File: src/rtl/regfile_sb.sv
// rtl/regfile_sb.sv - multi-port register file with write-to-read bypass and busy scoreboard
module regfile_sb #(
    parameter int DATA_W   = 16,
    parameter int NUM_REGS = 16,
    parameter int NUM_RD   = 2,
    parameter int ZERO_REG = 0,
    parameter int IDX_W    = $clog2(NUM_REGS)
) (
    input  logic                            clk,
    input  logic                            rst,
    input  logic [NUM_RD*IDX_W-1:0]         rd_id,
    output logic [NUM_RD*DATA_W-1:0]        rd_data,
    output logic [NUM_RD-1:0]               rd_busy,
    input  logic                            wr_en,
    input  logic [IDX_W-1:0]                wr_id,
    input  logic [DATA_W-1:0]               wr_data,
    input  logic                            sb_set,
    input  logic [IDX_W-1:0]                sb_id,
    output logic [$clog2(NUM_REGS+1)-1:0]   busy_cnt
);

    localparam int CNT_W    = $clog2(NUM_REGS+1);
    localparam bit HAS_ZERO = (ZERO_REG != 0);

    logic [DATA_W-1:0]   mem_q [NUM_REGS];
    logic [DATA_W-1:0]   mem_d [NUM_REGS];
    logic [NUM_REGS-1:0] busy_q, busy_d;
    logic [CNT_W-1:0]    busy_cnt_q, busy_cnt_d;

    logic wr_ok;
    logic set_ok;
    logic cnt_inc;
    logic cnt_dec;

    // Register 0 swallows writes and issue marks when hardwired to zero
    assign wr_ok  = wr_en  && !(HAS_ZERO && (wr_id == '0));
    assign set_ok = sb_set && !(HAS_ZERO && (sb_id == '0));

    always_comb begin
        mem_d  = mem_q;
        busy_d = busy_q;
        if (wr_ok) begin
            mem_d[wr_id]  = wr_data;
            busy_d[wr_id] = 1'b0;
        end
        // Applied after the clear so a new producer on the same register wins
        if (set_ok) begin
            busy_d[sb_id] = 1'b1;
        end
    end

    // Only a real 0->1 or 1->0 transition moves the count
    assign cnt_inc = set_ok && !busy_q[sb_id];
    assign cnt_dec = wr_ok && busy_q[wr_id] && !(set_ok && (sb_id == wr_id));

    always_comb begin
        busy_cnt_d = busy_cnt_q + CNT_W'(cnt_inc) - CNT_W'(cnt_dec);
    end

    always_ff @(posedge clk or posedge rst) begin
        if (rst) begin
            for (int i = 0; i < NUM_REGS; i++) begin
                mem_q[i] <= '0;
            end
            busy_q     <= '0;
            busy_cnt_q <= '0;
        end else begin
            mem_q      <= mem_d;
            busy_q     <= busy_d;
            busy_cnt_q <= busy_cnt_d;
        end
    end

    assign busy_cnt = busy_cnt_q;

    for (genvar p = 0; p < NUM_RD; p++) begin : g_rd
        logic [IDX_W-1:0] rid;
        logic             byp;
        logic             is_zero;

        assign rid     = rd_id[p*IDX_W +: IDX_W];
        assign is_zero = HAS_ZERO && (rid == '0);
        // A completing write supplies valid data, so it also hides the busy flag
        assign byp     = !rst && wr_ok && (wr_id == rid);

        assign rd_data[p*DATA_W +: DATA_W] = (rst || is_zero) ? '0 :
                                             byp              ? wr_data :
                                                                mem_q[rid];
        assign rd_busy[p] = !rst && busy_q[rid] && !byp;
    end

endmodule

File: config.mk
export PLATFORM = sky130hd
export DESIGN_NAME = regfile_sb
export DESIGN_NICKNAME = d
export VERILOG_FILES = /design/src/rtl/regfile_sb.sv
export SDC_FILE = /design/constraint.sdc
export NUM_CORES = 1
export LEC_CHECK = 0
export CORE_MARGIN = 5
export CORE_UTILIZATION = 46
export DETAILED_ROUTE_END_ITERATION = 16
export SYNTH_ARGS = -nofsm -noshare
export SYNTH_HDL_FRONTEND = slang
export SYNTH_SLANG_ARGS = --single-unit
File: constraint.sdc
create_clock -name clk -period 22.1 [get_ports clk]
set_clock_uncertainty 0.2 [all_clocks]
set_input_delay 6.63 -clock clk [delete_from_list [all_inputs] [get_ports clk]]
set_output_delay 6.63 -clock clk [all_outputs]
set_load 0.005 [all_outputs]
* Word level (Yosys, flattened, before mapping)
Index checks and enable logic that the tools add are counted.
** Word-level totals
- Flip-flop bits (word level) :: 277
- Word-level logic and storage cells :: 85
- Output and inout bits :: 39
** Cells by class
- Add/sub/neg operators :: 2
- Bitwise gates (word level) :: 6
- Reduce and logical (&&, ||, !) cells :: 19
- Muxes and demuxes :: 27
- Order comparisons :: 10
- Eq/ne operators :: 3
** Operator list (number)
- bitwise mux 256 bit :: 1
- two-way mux 16 bit :: 11
- binary-select mux 16 bit (select 4 bit) :: 2
- demux 16 bit (select 4 bit) :: 1
- < comparator 4 x 5 -> 1 bit, second input constant :: 4
- AND 16 bit :: 1
- binary-select mux 1 bit (select 4 bit) :: 4
- inverter 16 bit :: 1
- OR 16 bit :: 1
- greater-or-equal comparator 5 bit, second input constant :: 3
- inverter 4 -> 5 bit :: 3
- logical AND 1 bit :: 14
- == test 4 bit :: 3
- demux 1 bit (select 4 bit) :: 2
- greater-or-equal comparator 4 x 1 -> 1 bit, second input constant :: 2
- two-way mux 1 bit :: 6
- adder 5 x 1 -> 5 bit :: 1
- logical NOT 1 bit :: 5
- < comparator 5 x 1 -> 1 bit, second input constant :: 1
- subtractor 5 x 1 -> 5 bit :: 1

* Logic depth before layout (Yosys ltp)
Gate-level depths: netlist of the first run.
- Word-level depth :: 9
- Depth in mapped cells :: 13
- Depth with buffers taken out :: 11

* Worst setup path before layout of the first run
No wires, ideal clock.
- Path kind :: input -> output
- Start point :: in rst
- End point :: out rd_data[0]
- Stages on the path :: 5
- Slack :: 1.698 ns
- Buffers on the path :: 2
- Arrival :: 13.572 ns
- Cells stage by stage :: inv_1 > and3_1 > clkbuf_1 > buf_4 > a22o_1
** On the way
- Longest elaborated chain between the ends :: 5
** Ends and longest elaborated chain
- from (decl) :: RTL line 10 : input logic rst,
- logical NOT 1 bit :: RTL line 84 : assign byp = !rst && wr_ok && (wr_id == rid);
- logical AND 1 bit (2 in a row) :: RTL line 84
- two-way mux 16 bit :: RTL line 87 : byp ? wr_data :
- two-way mux 16 bit * :: RTL line 86 : assign rd_data[p*DATA_W +: DATA_W] = (rst || is_zero) ? '0 :
- to (decl) :: RTL line 12 : output logic [NUM_RD*DATA_W-1:0] rd_data,
Every way passes the cells marked *; elsewhere a longest branch is shown, timed or not.

* Final worst setup path of the first run
- Start point :: in rd_id[7]
- End point :: out rd_data[17]
** On the way
- Longest elaborated chain between the ends :: 6
** Ends and longest elaborated chain
- from (decl) :: RTL line 11 : input logic [NUM_RD*IDX_W-1:0] rd_id,
- inverter 4 -> 5 bit (implied by the code) :: RTL line 88 : mem_q[rid];
- binary-select mux 16 bit (select 4 bit) :: RTL line 88
- two-way mux 16 bit (implied by the code) (2 in a row) :: RTL line 88
- two-way mux 16 bit * :: RTL line 87
- two-way mux 16 bit * :: RTL line 86
Every way passes the cells marked *; elsewhere a longest branch is shown, timed or not. The select of a mux whose other input is x is not followed.

==> results of run 1 <==
==> power breakdown <==
group	internal, mW	switching (mW)	total [mW]
logic	0.262	0.150	0.413
clock network	0.293	0.200	0.493
registers	0.630	0.0880	0.718
total	1.18	0.438	1.62
==> through the flow <==
stage               hold WS (ns)  setup WS (ns)  power [mW]
global route              0.3246          5.039       1.709
detailed placement        0.2929          5.282       1.140
global placement          0.2889          5.297       1.126
floorplan                 0.2910          1.698       1.015
finish                    0.3032          5.313       1.623
CTS                       0.3071          5.276       1.638
==> cell type report <==
cell class,count,area share
tap,448,0.03230
multi-input combinational,636,0.4549
sequential,277,0.3994
inverter,13,0.003244
timing repair buffer,102,0.05421
clock inverter,6,0.003388
clock buffer,46,0.05256
==> worst max-delay path: stages <==
cell and delay (ns):
buf_4 0.31, buf_4 0.76, xor2_1 0.13, nor4_1 0.40, and3_1 0.87, a22o_1 0.28, clkdlybuf4s50_1 0.51
==> placed cells by master (no fill, tap or decap), drive strengths merged, types with 2 or more instances in the layout <==
master         instances
a21o                   2
a21oi                  4
a22o                  32
a22oi                 64
and2                   5
and3                   4
buf                   32
clkbuf                46
clkdlybuf4s50         70
clkinv                 5
dfrtp                277
ha                     5
inv                   13
mux2                 256
mux4                 148
nand2                 44
nand2b                 5
nand3                  6
nand3b                 2
nor2                   6
nor2b                  6
nor3                   4
nor3b                  2
nor4                   2
o21ai                  8
o22ai                  5
o31ai                  3
xnor2                  4
xor2                  12
==> flip-flops by register name, summed over array words and instances (netlist names) <==
name / cells
busy_cnt: 5
busy_q: 16
mem_q: 256
==> metal layers <==
| metal | vias to the layer above | share of wire | GRT usage |
|---|---|---|---|
| li1 | 4073 | - | - |
| met1 | 5272 | 0.44 | 0.3429 |
| met2 | 303 | 0.47 | 0.3765 |
| met3 | 60 | 0.064 | 0.04124 |
| met4 | 4 | 0.023 | 0.05610 |
| met5 | - | 0.00061 | 0 |
==> cells by family after synthesis <==
kind of cell / Yosys count / share of synthesized area
DFF: 277 / 0.4504
AOI/OAI and AO/OA: 120 / 0.05895
and+or+nand+nor: 90 / 0.03122
adders and majority gates: 6 / 0.005366
xor gates and xnor gates: 16 / 0.009106
buffers and inverters: 112 / 0.03854
muxes: 404 / 0.4064
==> path summary, 6_finish.rpt <==
kind	start	depth (start not counted)	endpoint	slack, ns
min	busy_cnt[0]$_DFF_PP0_	1	busy_cnt[0]$_DFF_PP0_	0.30
max	rd_id[7]	7	rd_data[17]	5.31
min reg2reg	busy_cnt[0]$_DFF_PP0_	1	busy_cnt[0]$_DFF_PP0_	0.30
max in group asynchronous	rst	3	mem_q[128]$_DFFE_PP0P_	13.50
max reg2reg	busy_q[9]$_DFF_PP0_	10	busy_cnt[4]$_DFF_PP0_	18.79
min in group asynchronous	rst	2	busy_cnt[0]$_DFF_PP0_	6.54
==> summary.md, run 1 <==
| Metric | Value |
|---|---|
| GR Util All Layers | `0.2363` |
| Setup TNS | `0 ns` |
| Final setup fails | `0` |
| Startpoint types | `primary input` |
| Avg Inst Size Synth | `15.01 um^2` |
| DP HPWL | `25340 um` |
| Antenna cells | `0` |
| Number of global-route vias before repair | `10380` |
| Area of the multi-input gates | `7895 um^2` |
| Status | `complete, no violations` |
| Synth warn | `0` |
| Worst IR drop on VDD | `0.00005964 V` |
| Minimum clock period after layout | `16.79 ns` |
| Dominant cell type by area after synthesis | `dfrtp_1` |
| Fraction of layout cells with a size suffix above 1 | `0.4583` |
| Via-per-instance ratio | `6.356` |
| Reg area | `6932 um^2` |
| Slew Limit Fails | `0` |
| Final net count | `1103` |
| Root Buffer | `clkbuf_16` |
| CP max FO | `47` |
| Routed Antenna Nets | `0` |
| CTS max path bufs | `3` |
| TritonCTS Buffers | `31` |
| Rel. slew slack | `0.1925` |
| Cell with the most instances after synthesis | `dfrtp_1` |
| Setup CP Type | `primary input to primary output` |
| Cts repair resizes | `0` |
| Fmax | `59.57 MHz` |
| Post-CTS Setup Bufs | `0` |
| Synth-to-layout area growth | `12.78%` |
| Die Wd | `192.9 um` |
| Cells after Synth | `1025` |
| Routed wire length | `42700 um` |
| Die ar. | `37210 um^2` |
| Htree depth | `1` |
| Largest net degree at the start of global routing | `140` |
| Worst-path clk slew | `0.06 ns` |
| Iteration-0 DRC Markers | `779` |
| Final Hold Violating Endpoints | `0` |
| Leak | `7.167 nW` |
| Ports | `75` |
| Initial antenna violation count | `2` |
| CORE AREA | `33280 um^2` |
| Slew of the pin with the lowest slew margin | `1.211 ns` |
| Synth top area cells | `dfrtp_1 45%, mux4_2 22%, mux2_2 18%, a22oi_1 3.1%, a22o_1 1.8%` |
| Netlist cell types | `45` |
| Post-synth top cells | `277 x dfrtp_1, 247 x mux2_2, 147 x mux4_2` |
| Post-Syn Nets | `1067` |
| Worst hold path class | `register to register` |
| Fin crit share | `0.7596` |
| Initial core utilization | `0.4624` |
| Max_cap viols | `0` |
| Pwr per Cell Area | `93.53 nW/um^2` |
| Worst EP arrival | `9.96 ns` |
| PortBufs | `74` |
| Height of the die | `192.9 um` |
| Final GP Congestion | `0.7870` |
| Cells after DPL | `1476` |
| Post-Syn Area | `15390 um^2` |
| DRC viols | `0` |
| CTS tree | `done` |
| Hold Buf Count CTS | `0` |
| Core Util, Final | `0.5215` |
| CP Data Required Time | `15.27 ns` |
| EDFF count, synth | `0` |
| Wire length of the first global-routing pass | `66380 um` |
| Via count | `9712` |
| RSZ-0062 raised after global routing | `false` |
| Top_reg_cell synth | `dfrtp_1` |
| Post-place instance area | `16380 um^2` |
| Top cell type's share of synthesized area | `0.4504` |
| Rows | `67` |
| Crit. End Element | `primary output` |
| Synth Register Bits | `277` |
| Router iterations before antenna repair | `4` |
| Clock sinks | `277` |
| Routed len/inst | `27.95 um` |
| Worst-skew pair later-pin latency | `0.55 ns` |
| Seq/Total Area, Yosys | `0.4504` |
| Total grt overflow | `0` |
| Post-synth ARST share | `1.000` |
| Layout Cells excl Fill | `1528` |
| Fin area | `17360 um^2` |
| Fill count | `2829` |
Power figures use the tool's default switching activity.
==> inputs of run 2 (changes only) <==
--- a/config.mk
+++ b/config.mk
@@ -8,6 +8,7 @@
 export CORE_MARGIN = 5
 export CORE_UTILIZATION = 46
 export DETAILED_ROUTE_END_ITERATION = 16
+export PLACE_DENSITY = 0.66
 export SYNTH_ARGS = -nofsm -noshare
 export SYNTH_HDL_FRONTEND = slang
 export SYNTH_SLANG_ARGS = --single-unit
==> constraint.sdc (replaced) <==
create_clock -name clk -period 15.05 [get_ports clk]
set_clock_uncertainty 0.2 [all_clocks]
set_input_delay 4.515 -clock clk [delete_from_list [all_inputs] [get_ports clk]]
set_output_delay 4.515 -clock clk [all_outputs]
set_load 0.005 [all_outputs]
==> run 2 against run 1 <==
Register-to-register slack got worse by 7.0 ns. Clock-buffer cell count shrank 8. Clock power up 50%. Power rose by 48%. Via count is 0.35% higher. Sequential power rose by 46%. Combinational power rose by 47%. Critical path type unchanged. Largest cell class unchanged. Highest routed layer unchanged.
==> summary.md, run 2 (synthesis gave the netlist of run 1 again) <==
| Metric | Value |
|---|---|
| Status | `complete, no violations` |
| Max_cap viols | `0 (unchanged)` |
| Leak | `7.149 nW (-0.25%)` |
| Final net count | `1096 (-0.63%)` |
| Final setup fails | `0 (unchanged)` |
| Slew Limit Fails | `0 (unchanged)` |
| TritonCTS Buffers | `28 (-9.7%)` |
| Startpoint types | `primary input` |
| Setup CP Type | `primary input to primary output` |
| Largest net degree at the start of global routing | `162 (+16%)` |
| Die Wd | `192.9 um (unchanged)` |
| Ports | `75 (unchanged)` |
| Cts repair resizes | `0 (unchanged)` |
| CTS max path bufs | `3 (unchanged)` |
| Core Util, Final | `0.5216 (about the same)` |
| Root Buffer | `clkbuf_16` |
| Post-CTS Setup Bufs | `0 (unchanged)` |
| Setup ws final | `2.455 ns (-2.858 ns)` |
| Final Hold Violating Endpoints | `0 (unchanged)` |
| Height of the die | `192.9 um (unchanged)` |
| PortBufs | `74 (unchanged)` |
| Antenna cells | `0 (unchanged)` |
| Clock sinks | `277 (unchanged)` |
| Biggest register | `mem_q` |
| Max reg flops | `256 (unchanged)` |
| Worst IR drop on VDD | `0.00008195 V (+37%)` |
| Routed Antenna Nets | `0 (unchanged)` |
| Worst-path clk slew | `0.06 ns (about the same)` |
| CP peak stage delay | `0.89 ns (+0.02 ns)` |
| Worst EP arrival | `7.88 ns (-2.08 ns)` |
| Crit path max-delay family | `buffers and inverters` |
| Initial antenna violation count | `1 (-1)` |
| Die ar. | `37210 um^2 (unchanged)` |
| Routed len/inst | `27.79 um (-0.55%)` |
| CORE AREA | `33280 um^2 (unchanged)` |
| Total grt overflow | `0 (unchanged)` |
| Setup TNS | `0 ns (unchanged)` |
| Initial core utilization | `0.4624 (unchanged)` |
| CP max FO | `17 (-64%)` |
| CP bufs+invs | `2 (-1)` |
| Htree depth | `1 (unchanged)` |
| GR Util All Layers | `0.2314 (-0.004882)` |
| Router iterations before antenna repair | `5 (+1)` |
| Iteration-0 DRC Markers | `914 (+17%)` |
| DP HPWL | `24820 um (-2.1%)` |
| Number of global-route vias before repair | `10160 (-2.1%)` |
| Hold Buf Count CTS | `0 (unchanged)` |
| RSZ-0062 raised after global routing | `false` |
| Post-Place Worst Slack | `2.465 ns (-2.817 ns)` |
| Fin crit share | `0.8368` |
| Rel. slew slack | `0.1632 (-0.02926)` |
| Minimum clock period after layout | `12.59 ns` |
| Fraction of layout cells with a size suffix above 1 | `0.4633 (+0.004922)` |
| Fmax | `79.40 MHz` |
| Commonest non-fill, non-tap cell in the layout | `dfrtp_1` |
| Synth-to-layout area growth | `12.80% (about the same)` |
| Slowest CP cell | `clkdlybuf4s50_1` |
| Via count | `9746 (+0.35%)` |
| Via-per-instance ratio | `6.399 (+0.68%)` |
| Wire length of the first global-routing pass | `65080 um (-2.0%)` |
| Rows | `67 (unchanged)` |
| Final GP Congestion | `0.8417 (+7.0%)` |
| Crit-path most repeated cell | `clkdlybuf4s50_1` |
| Worst-skew pair later-pin latency | `0.54 ns (about the same)` |
| Most frequent cells in the layout | `277 x dfrtp_1, 247 x mux2_2, 147 x mux4_2` |
| DRC viols | `0 (unchanged)` |
| Crit. End Element | `primary output` |
| CTS tree | `done` |
| Worst hold path class | `register to register` |
| Slew of the pin with the lowest slew margin | `1.255 ns (+0.04389 ns)` |
| CP Data Required Time | `10.34 ns (-4.93 ns)` |
| Cell breakdown of the critical path | `clkdlybuf4s50_1 > xor2_1 > nor4_1 > and3_1 > a22o_1 > clkdlybuf4s50_1` |
| Routed wire length | `42330 um (-0.87%)` |
| Pwr per Cell Area | `138.3 nW/um^2 (+48%)` |
## run 2: cell types whose count changed in the layout (fill, tap and decap cells not counted), moves of 2 or more
cell | before | now
buf_4 | 32 | 27
bufinv_16 | 1 | 4
clkbuf_1 | 7 | 4
clkbuf_16 | 31 | 29
clkbuf_8 | 8 | 5
clkinv_2 | 4 | 7
clkinvlp_4 | 0 | 3
nor2_1 | 4 | 2
nor2_2 | 2 | 4
nor2b_1 | 4 | 2
nor2b_2 | 2 | 4
## run 2: final cells by class
type / count / area [um^2]
timing repair buffer: 98 / 923.4
tap: 448 / 560.5
inverter: 13 / 52.55
sequential: 277 / 6932
clock buffer: 38 / 809.5
clock inverter: 13 / 170.2
fill: 2787 / 15920
multi-input combinational: 636 / 7910
## run 2: layer usage
| metal | vias to the layer above | share of wire | GRT usage |
|---|---|---|---|
| li1 | 4070 | - | - |
| met1 | 5242 | 0.42 | 0.3362 |
| met2 | 346 | 0.48 | 0.3626 |
| met3 | 86 | 0.066 | 0.03690 |
| met4 | 2 | 0.034 | 0.07190 |
| met5 | - | 0.00031 | 0 |
## run 2: metrics by stage
stage / total power [mW] / cells / instance area (um^2) / hold WS, ns
after floorplan: 1.491 / 1025 / 15390 / 0.2910
after global placement: 1.648 / 1472 / 16380 / 0.2960
after detailed placement: 1.674 / 1472 / 16380 / 0.3035
after CTS: 2.416 / 1523 / 17360 / 0.3176
after global routing: 2.522 / 1523 / 17360 / 0.3399
final: 2.400 / 1523 / 17360 / 0.3089
## run 2: final timing paths
kind                                       startpoint                      to  slack (ns)  depth (start not counted)
worst max-delay path                         wr_id[1]             rd_data[29]        2.46                          6
worst min-delay path            busy_cnt[0]$_DFF_PP0_   busy_cnt[0]$_DFF_PP0_        0.31                          1
worst max register to register   busy_q[11]$_DFF_PP0_   busy_cnt[4]$_DFF_PP0_       11.76                         10
worst min register to register  busy_cnt[0]$_DFF_PP0_   busy_cnt[0]$_DFF_PP0_        0.31                          1
max in group asynchronous                         rst  mem_q[227]$_DFFE_PP0P_        8.61                          3
min in group asynchronous                         rst   mem_q[59]$_DFFE_PP0P_        4.53                          2
## run 2: power breakdown
group,switching (mW),internal [mW]
clock network,0.295,0.444
registers,0.129,0.924
logic,0.223,0.386
==> inputs of run 3 (changes only) <==
==> constraint.sdc (replaced) <==
create_clock -name clk -period 10.7 [get_ports clk]
set_clock_uncertainty 0.2 [all_clocks]
set_input_delay 3.21 -clock clk [delete_from_list [all_inputs] [get_ports clk]]
set_output_delay 3.21 -clock clk [all_outputs]
set_load 0.005 [all_outputs]
==> run 3 against run 2 <==
Non-clock buffer count increased by 12. Sequential share of layout area decreased by 0.19 points. Die area did not move. Final area increased by 0.49%.
==> summary.md, run 3 (synthesis gave the netlist of run 1 again) <==
| Metric | Value |
|---|---|
| Worst hold path class | `register to register` |
| Ports | `75 (unchanged)` |
| Max_cap viols | `0 (unchanged)` |
| Fin crit share | `0.9036` |
| RSZ-0062 raised after global routing | `false` |
| CP Data Required Time | `7.29 ns (-3.05 ns)` |
| CORE AREA | `33280 um^2 (unchanged)` |
| Crit-path most repeated cell | `clkdlybuf4s50_1` |
| Final GP Congestion | `0.8246 (-2.0%)` |
| Die Wd | `192.9 um (unchanged)` |
| Cts repair resizes | `0 (unchanged)` |
| CP peak stage delay | `0.84 ns (-0.05 ns)` |
| Routed len/inst | `27.98 um (+0.69%)` |
| Power, Total | `3.341 mW (+39%)` |
| Met1 WL | `18220 um (+1.5%)` |
| Pwr per Cell Area | `191.6 nW/um^2 (+39%)` |
| Post-Place Worst Slack | `1.048 ns (-1.418 ns)` |
| Root Buffer | `clkbuf_16` |
| Largest net degree at the start of global routing | `141 (-13%)` |
| Final Hold Violating Endpoints | `0 (unchanged)` |
| Core Util, Final | `0.5241 (+0.002556)` |
| Slowest CP cell | `and3_1` |
| Routed wire length | `43010 um (+1.6%)` |
| Die ar. | `37210 um^2 (unchanged)` |
| Post-CTS Setup Bufs | `0 (unchanged)` |
| CTS tree | `done` |
| GR Util All Layers | `0.2348 (+0.003350)` |
| Height of the die | `192.9 um (unchanged)` |
| Biggest register | `mem_q` |
| Final net count | `1110 (+1.3%)` |
| Fmax | `103.4 MHz` |
| Initial core utilization | `0.4624 (unchanged)` |
| Total grt overflow | `0 (unchanged)` |
| Rows | `67 (unchanged)` |
| Slew of the pin with the lowest slew margin | `1.141 ns (-0.1140 ns)` |
| Worst EP arrival | `6.26 ns (-1.62 ns)` |
| CP bufs+invs | `2 (unchanged)` |
| Number of global-route vias before repair | `10340 (+1.8%)` |
| Slew Limit Fails | `0 (unchanged)` |
| Initial antenna violation count | `2 (+1)` |
| Setup ws final | `1.031 ns (-1.424 ns)` |
| DRC viols | `0 (unchanged)` |
| DP HPWL | `25640 um (+3.3%)` |
| Routed Antenna Nets | `0 (unchanged)` |
| Commonest non-fill, non-tap cell in the layout | `dfrtp_1` |
| Crit. End Element | `primary output` |
| Wire length on met2 | `20560 um (+2.2%)` |
| Leak | `7.206 nW (+0.79%)` |
| Worst-skew pair later-pin latency | `0.55 ns (about the same)` |
| PortBufs | `74 (unchanged)` |
| Met3 routed WL | `2844 um (+1.5%)` |
| Router iterations before antenna repair | `5 (unchanged)` |
| CTS max path bufs | `3 (unchanged)` |
| Setup CP Type | `primary input to primary output` |
| Layout Cells excl Fill | `1537 (+0.92%)` |
| Synth-to-layout area growth | `13.35%` |
| Hold Buf Count CTS | `0 (unchanged)` |
| Startpoint types | `primary input` |
| Wire length of the first global-routing pass | `65850 um (+1.2%)` |
| CP max FO | `16 (-1)` |
| Htree depth | `1 (unchanged)` |
| Status | `complete, no violations` |
| Worst-path clk slew | `0.05 ns (about the same)` |
| Via count | `9929 (+1.9%)` |
| Fin Hold WS | `0.3071 ns (-0.001785 ns)` |
| Iteration-0 DRC Markers | `799 (-13%)` |
| Clock sinks | `277 (unchanged)` |
| Minimum clock period after layout | `9.669 ns` |
| Most frequent cells in the layout | `277 x dfrtp_1, 247 x mux2_2, 147 x mux4_2` |
| Worst IR drop on VDD | `0.0001230 V (+50%)` |
| Cells after DPL | `1484 (+0.82%)` |
| Crit path max-delay family | `simple AND/OR/NAND/NOR gates` |
| TritonCTS Buffers | `30 (+7.1%)` |
| Max reg flops | `256 (unchanged)` |
| Final setup fails | `0 (unchanged)` |
| Cell breakdown of the critical path | `clkdlybuf4s50_1 > xor2_1 > nor4_1 > and3_1 > a22o_1 > clkdlybuf4s50_1` |
| Highest routed layer | `met5` |
| Fraction of layout cells with a size suffix above 1 | `0.4637 (+0.0004724)` |
| Via-per-instance ratio | `6.460 (+0.95%)` |
| Antenna cells | `0 (unchanged)` |
| Rel. slew slack | `0.2392 (+0.07599)` |
run 3: stage by stage:
step	setup TNS [ns]	cell area, um^2
after floorplan	-31.49	15400
after global placement	0	16480
after detailed placement	0	16480
after CTS	0	17440
after global routing	0	17440
final	0	17440
run 3: path summary, 6_finish.rpt:
check / start / to / slack [ns] / depth (start not counted)
setup / recovery: wr_id[2] / rd_data[13] / 1.03 / 6
hold / removal: busy_cnt[0]$_DFF_PP0_ / busy_cnt[0]$_DFF_PP0_ / 0.31 / 1
setup reg to reg: busy_q[9]$_DFF_PP0_ / busy_cnt[4]$_DFF_PP0_ / 7.38 / 10
hold reg to reg: busy_cnt[0]$_DFF_PP0_ / busy_cnt[0]$_DFF_PP0_ / 0.31 / 1
max in group asynchronous: rst / mem_q[134]$_DFFE_PP0P_ / 5.56 / 4
min in group asynchronous: rst / mem_q[191]$_DFFE_PP0P_ / 3.27 / 3
run 3: final cells by class:
class	count	area, um^2
multi-input cells	636	7898
fillers	2772	15840
flip-flops and latches	277	6932
inverters	13	52.55
clock buffers	47	914.6
clock inverters	6	47.55
well taps	448	560.5
repair buffers	110	1039
run 3: layer usage:
metal / GRT usage / vias up
met1: 0.3369 / 5345
met3: 0.03546 / 99
met4: 0.06563 / 4
met2: 0.3774 / 376
met5: 0 / -
li1: - / 4105
run 3: power by group:
part	switching (mW)	leakage [nW]	internal [mW]	total [mW]
registers	0.178	3.38	1.30	1.48
clock network	0.414	0.473	0.583	0.997
logic	0.320	3.35	0.546	0.866
total	0.913	7.21	2.43	3.34
